[config.mk]
export PLATFORM = sky130hd
export DESIGN_NAME = alu_result_skid
export DESIGN_NICKNAME = d
export VERILOG_FILES = /design/src/rtl/alu_result_skid.sv
export SDC_FILE = /design/constraint.sdc
export NUM_CORES = 1
export LEC_CHECK = 0
export BUFFER_PORTS_ARGS = -buffer_cell sky130_fd_sc_hd__buf_2
export CAP_MARGIN = 15
export CELL_PAD_IN_SITES_DETAIL_PLACEMENT = 0
export CELL_PAD_IN_SITES_GLOBAL_PLACEMENT = 1
export CORE_UTILIZATION = 46
export CTS_CLUSTER_SIZE = 16
export DETAILED_ROUTE_END_ITERATION = 6
export PLACE_DENSITY = 0.87
export SYNTH_ARGS = -nofsm -noshare
export SYNTH_HDL_FRONTEND = slang
export SYNTH_SLANG_ARGS = --single-unit
[constraint.sdc]
create_clock -name clk -period 3.3 [get_ports clk]
set_input_delay 0.33 -clock clk [delete_from_list [all_inputs] [get_ports clk]]
set_output_delay 0.33 -clock clk [all_outputs]
set_load 0.02 [all_outputs]
[src/rtl/alu_result_skid.sv]
// Two-entry skid buffer between the ALU and writeback: registers result, remainder, zero flag and rd.
// in_ready comes from state flops only, which keeps the writeback ready path out of execute timing.
//
//   state | meaning
//   EMPTY | no entry held, out_valid=0, in_ready=1
//   ONE   | main holds the head entry, skid unused
//   FULL  | main holds the head, skid holds the next entry, in_ready=0
module alu_result_skid #(
    parameter int WIDTH   = 16,
    parameter int RD_BITS = 4
) (
    input  logic               clk,
    input  logic               rst_n,
    input  logic               in_valid,
    output logic               in_ready,
    input  logic [WIDTH-1:0]   in_result,
    input  logic [WIDTH-1:0]   in_remainder,
    input  logic               in_zero,
    input  logic [RD_BITS-1:0] in_rd,
    input  logic               flush,
    output logic               out_valid,
    input  logic               out_ready,
    output logic [WIDTH-1:0]   out_result,
    output logic [WIDTH-1:0]   out_remainder,
    output logic               out_zero,
    output logic [RD_BITS-1:0] out_rd,
    output logic [7:0]         overflow_cnt
);

    localparam int PW = 2 * WIDTH + 1 + RD_BITS;

    typedef enum logic [1:0] {
        EMPTY = 2'd0,
        ONE   = 2'd1,
        FULL  = 2'd2
    } state_t;

    state_t          state;
    state_t          state_nxt;
    logic [PW-1:0]   in_pay;
    logic [PW-1:0]   main_q;
    logic [PW-1:0]   skid_q;
    logic            accept;
    logic            issue;
    logic            load_main_in;
    logic            load_main_skid;
    logic            load_skid;

    assign in_pay    = {in_result, in_remainder, in_zero, in_rd};
    assign out_valid = (state != EMPTY);
    assign in_ready  = (state != FULL);
    assign accept    = in_valid & in_ready;
    assign issue     = out_valid & out_ready;

    assign {out_result, out_remainder, out_zero, out_rd} = main_q;

    always_ff @(posedge clk or negedge rst_n) begin
        if (!rst_n) begin
            state <= EMPTY;
        end else begin
            state <= state_nxt;
        end
    end

    // flush wins over accept and issue: no loads happen on a flush cycle
    always_comb begin
        state_nxt      = state;
        load_main_in   = 1'b0;
        load_main_skid = 1'b0;
        load_skid      = 1'b0;
        if (flush) begin
            state_nxt = EMPTY;
        end else begin
            case (state)
                EMPTY: begin
                    if (accept) begin
                        load_main_in = 1'b1;
                        state_nxt    = ONE;
                    end
                end
                ONE: begin
                    if (accept && issue) begin
                        load_main_in = 1'b1;
                    end else if (accept) begin
                        load_skid = 1'b1;
                        state_nxt = FULL;
                    end else if (issue) begin
                        state_nxt = EMPTY;
                    end
                end
                FULL: begin
                    if (issue) begin
                        load_main_skid = 1'b1;
                        state_nxt      = ONE;
                    end
                end
                default: state_nxt = EMPTY;
            endcase
        end
    end

    always_ff @(posedge clk or negedge rst_n) begin
        if (!rst_n) begin
            main_q <= '0;
            skid_q <= '0;
        end else begin
            if (load_main_in) begin
                main_q <= in_pay;
            end else if (load_main_skid) begin
                main_q <= skid_q;
            end
            if (load_skid) begin
                skid_q <= in_pay;
            end
        end
    end

    always_ff @(posedge clk or negedge rst_n) begin
        if (!rst_n) begin
            overflow_cnt <= 8'h00;
        end else if (in_valid && !in_ready && (overflow_cnt != 8'hFF)) begin
            overflow_cnt <= overflow_cnt + 8'h01;
        end
    end

endmodule
==> impl_metrics.csv <==
group,metric,value,unit
outcome,run_status,"finished, final reports clean",
drt,vias,2315,
power,p_leak,2.311,nW
global_routing,grt_overflow,0,
sta,worst_slack,1.264,ns
power,finalPower,0.002715,W
cts,cts_setup_buffers,0,
critical_path,worst_path_most_repeated_cell,"buf_4",
synth,yosysSeqAreaShare,58.13,%
cts,cts_tree,"yes",
floorplan,core_area,7408,µm²
place,place.gp.congestion,0.7118,
final_layout,area_delta_synth_final,18.20,%
sta,hold_violations,0,
drt,drcViolationCount,0,
drt,ant_nets,0,
cts,cts_max_level,3,
critical_path,rrSetupSlack,1.26,ns
critical_path,setup.worst_path.end_class,"flip-flop",
final_layout,drive_gt1_share,53.67,%
global_routing,grt_first_pass_wirelength,11.03,mm
final_layout,antenna_cells,0,
critical_path,worstPathMaxFanout,38,
final_layout,final_area,4274,µm²
synth,ys.warnings.count,0,
floorplan,rows,31,
sta,rsz0062_at_grt,"no",
sta,setup_tns,0,ns
final_layout,multiInputGateArea,1354,µm²
floorplan,ioPinCount,89,
power,power_density,635.3,nW/µm²
cts,clockBufferDepth,2,
floorplan,die_w,90.66,µm
synth,ys_seq_elements,84,
drt,dr.first_iter.drc_count,86,
critical_path,slowest_delay,0.42,ns
final_layout,fillers,627,
power,clkPwrFrac,29.7,%
cts,hold_buffers,0,
sta,worst_pin_slew,1.027,ns
synth,syn_area,3616,µm²
critical_path,critical_path_class,"reg2reg",
sta,drv_slew,0,
sta,final-setup-viol-count,0,
drt,routed_wl,6.666,mm
sta,slew_headroom,31.55,%
synth,synth_nets,292,
cts,clock_sinks,84,
power,power_frac_seq,50.5,%
cts,clk_latency,0.35,ns
critical_path,critical-path-slowest-cell,"dfrtp_1",
cts,clockRootBuffer,"clkbuf_8",
final_layout,finalNetCount,380,
critical_path,r2r-end,"main_q[33]$_DFFE_PN0P_",
power,switching_power,0.0007569,W
drt,vias_per_cell,5.261,
critical_path,reg2reg_from,"state[0]$_DFFE_PN0P_",
sta,finalCriticalPeriod,2.036,ns
floorplan,die_h,90.66,µm
cts,cts_buffers,9,
sta,fmax,491.2,MHz
sta,skew,0.008391,ns
global_routing,grt_start_max_net_pins,85,
sta,period_share,61.70,%
drt,dr.pass1.iters,4,
synth,syn_area_per_cell,14.52,µm²
place,dpl_cell_area,4053,µm²
sta,hold_ws,0.1473,ns
critical_path,crit_required,3.59,ns
critical_path,critPathBufInv,2,
floorplan,start_util,48.81,%
power,power.internal,0.001958,W
synth,synth_cell_types,33,
cts,cts.repair.resized,0,
place,hpwlAfterDp,4.273,mm
critical_path,worstPathCellList,"nor2b_2 -> nor3_4 -> buf_4 -> nor2_2 -> buf_4 -> a21o_1",
place,dp_slack,1.241,ns
power,combPwrFrac,19.8,%
synth,syn_inst,249,
floorplan,die-area,8219,µm²
critical_path,crit_path_start_kind,"flip-flop",
global_routing,grt_use_total,17.17,%
critical_path,cp_data_arrival_time,2.32,ns
min_path,hp-class,"in2async",
drt,wire_per_inst,15.15,µm
critical_path,rr_worst_depth,6,
cts,clk_pin_slew,0.08,ns
power,p_sw_share,27.88,%
run,cap_violations,0,
place,port_buffers,88,
critical_path,crit_family,"simple AND/OR/NAND/NOR gates",
global_routing,grt_pass1_vias,2260,
global_routing,antenna_found_initial,0,
power,peakVddDrop,0.0003052,V
final_layout,seqCellArea,2102,µm²
-- worst register-to-register path, cell delays in order (launching register included) --
cell and delay, ns:
dfrtp_1 0.42, nor2b_2 0.27, nor3_4 0.06, buf_4 0.26, nor2_2 0.40, buf_4 0.38
a21o_1 0.18
-- worst max path at each step --
| stage | endpoint | slack, ns | depth (start not counted) | from |
|---|---|---|---|---|
| after detailed placement | main_q[22]$_DFFE_PN0P_ | 1.24 | 7 | out_ready |
| after CTS | main_q[17]$_DFFE_PN0P_ | 1.24 | 6 | state[0]$_DFFE_PN0P_ |
| after global routing | main_q[0]$_DFFE_PN0P_ | 1.10 | 6 | state[0]$_DFFE_PN0P_ |
| after floorplan | overflow_cnt[1]$_DFFE_PN0P_ | 1.62 | 4 | overflow_cnt[0]$_DFFE_PN0P_ |
| final | main_q[33]$_DFFE_PN0P_ | 1.26 | 6 | state[0]$_DFFE_PN0P_ |
| after global placement | main_q[24]$_DFFE_PN0P_ | 1.32 | 7 | out_ready |
-- flip-flops by register name, summed over array words and instances, names as in the netlist --
signal        count
state             2
overflow_cnt      8
skid_q           37
main_q           37
-- through the flow --
step,instances,utilization (%)
6_report,440,57.69
5_1_grt,440,57.69
4_1_cts,440,57.69
3_5_place_dp,425,54.70
3_3_place_gp,425,54.70
2_1_floorplan,249,-
-- cells in the mapped netlist, drive strengths merged --
master | count | area share [%]
and2b | 1 | 0.24
nor2 | 6 | 0.76
buf | 14 | 4.6
xnor2 | 1 | 0.24
a21o | 37 | 7.7
mux2 | 38 | 12
a22o | 37 | 9.9
xor2 | 6 | 1.5
a21oi | 1 | 0.14
nand2 | 5 | 0.59
o2111ai | 1 | 0.42
or2 | 1 | 0.17
nand3 | 2 | 0.28
mux2i | 1 | 0.28
dfrtp | 84 | 58
nor2b | 1 | 0.24
nand4 | 1 | 0.17
nor3 | 3 | 0.55
a211oi | 1 | 0.21
nand2b | 2 | 0.62
nor4 | 1 | 0.35
nor3b | 1 | 0.35
o22a | 1 | 0.24
inv | 2 | 0.21
ha | 1 | 0.35
-- power by group through the flow --
| stage | Sequential (W) | Combinational [W] | Clock, W |
|---|---|---|---|
| 4_1_cts | 0.00137 | 0.000549 | 0.000828 |
| 6_report | 0.00137 | 0.000537 | 0.000807 |
| 5_1_grt | 0.00140 | 0.000588 | 0.000871 |
| 3_3_place_gp | 0.00138 | 0.000530 | 0 |
| 3_5_place_dp | 0.00139 | 0.000546 | 0 |
| 2_1_floorplan | 0.00148 | 0.000255 | 0 |
-- cell families after synthesis --
logic type	Yosys count	share of synthesized area, %
AOI/OAI and AO/OA	78	18.62
xor gates and xnor gates	7	1.696
adders and majority gates	1	0.3460
buffers and inverters	16	4.775
DFF	84	58.13
muxes	39	12.11
and+or+nand+nor	24	4.325
-- layout make-up --
class | count | area share [%]
clock buffers | 10 | 3.220
clock inverters | 5 | 1.961
inverters | 2 | 0.1756
multi-input cells | 149 | 31.67
flip-flops and latches | 84 | 49.18
well taps | 99 | 2.898
repair buffers | 91 | 10.89
-- cell usage in the layout (no fill, tap or decap) --
master	Yosys	layout
clkinvlp_4	0	2
nor4_2	1	1
o2111ai_2	1	1
nor3b_4	0	1
nor2_1	4	4
nor2b_2	1	1
xnor2_1	1	1
nand3_1	2	2
and2b_2	1	1
nor3_4	0	1
inv_6	0	1
nand4_1	1	1
nand2_1	4	4
xor2_1	6	6
bufinv_16	0	2
dfrtp_1	84	84
buf_4	0	4
nand2b_2	1	1
nand2b_4	1	1
clkbuf_8	0	10
a22o_1	9	9
a21o_1	37	37
mux2i_1	1	1
or2_2	1	1
nor3_1	2	2
buf_2	3	87
nor2_2	2	2
ha_1	1	1
a22o_2	28	28
mux2_1	1	1
inv_1	2	2
a211oi_1	1	1
o22a_1	1	1
mux2_2	37	37
a21oi_1	1	1
nand2_2	1	1
-- per-layer routing --
layer	up-vias	part of all wire, %	routed length, µm	track usage [%]
met5	-	0	0	0
met4	0	2.3	153	9.005
met3	11	4.7	313	3.114
met2	60	48	3221	27.02
met1	1152	45	2978	22.68
li1	1092	-	-	-
Power figures use the tool's default switching activity.
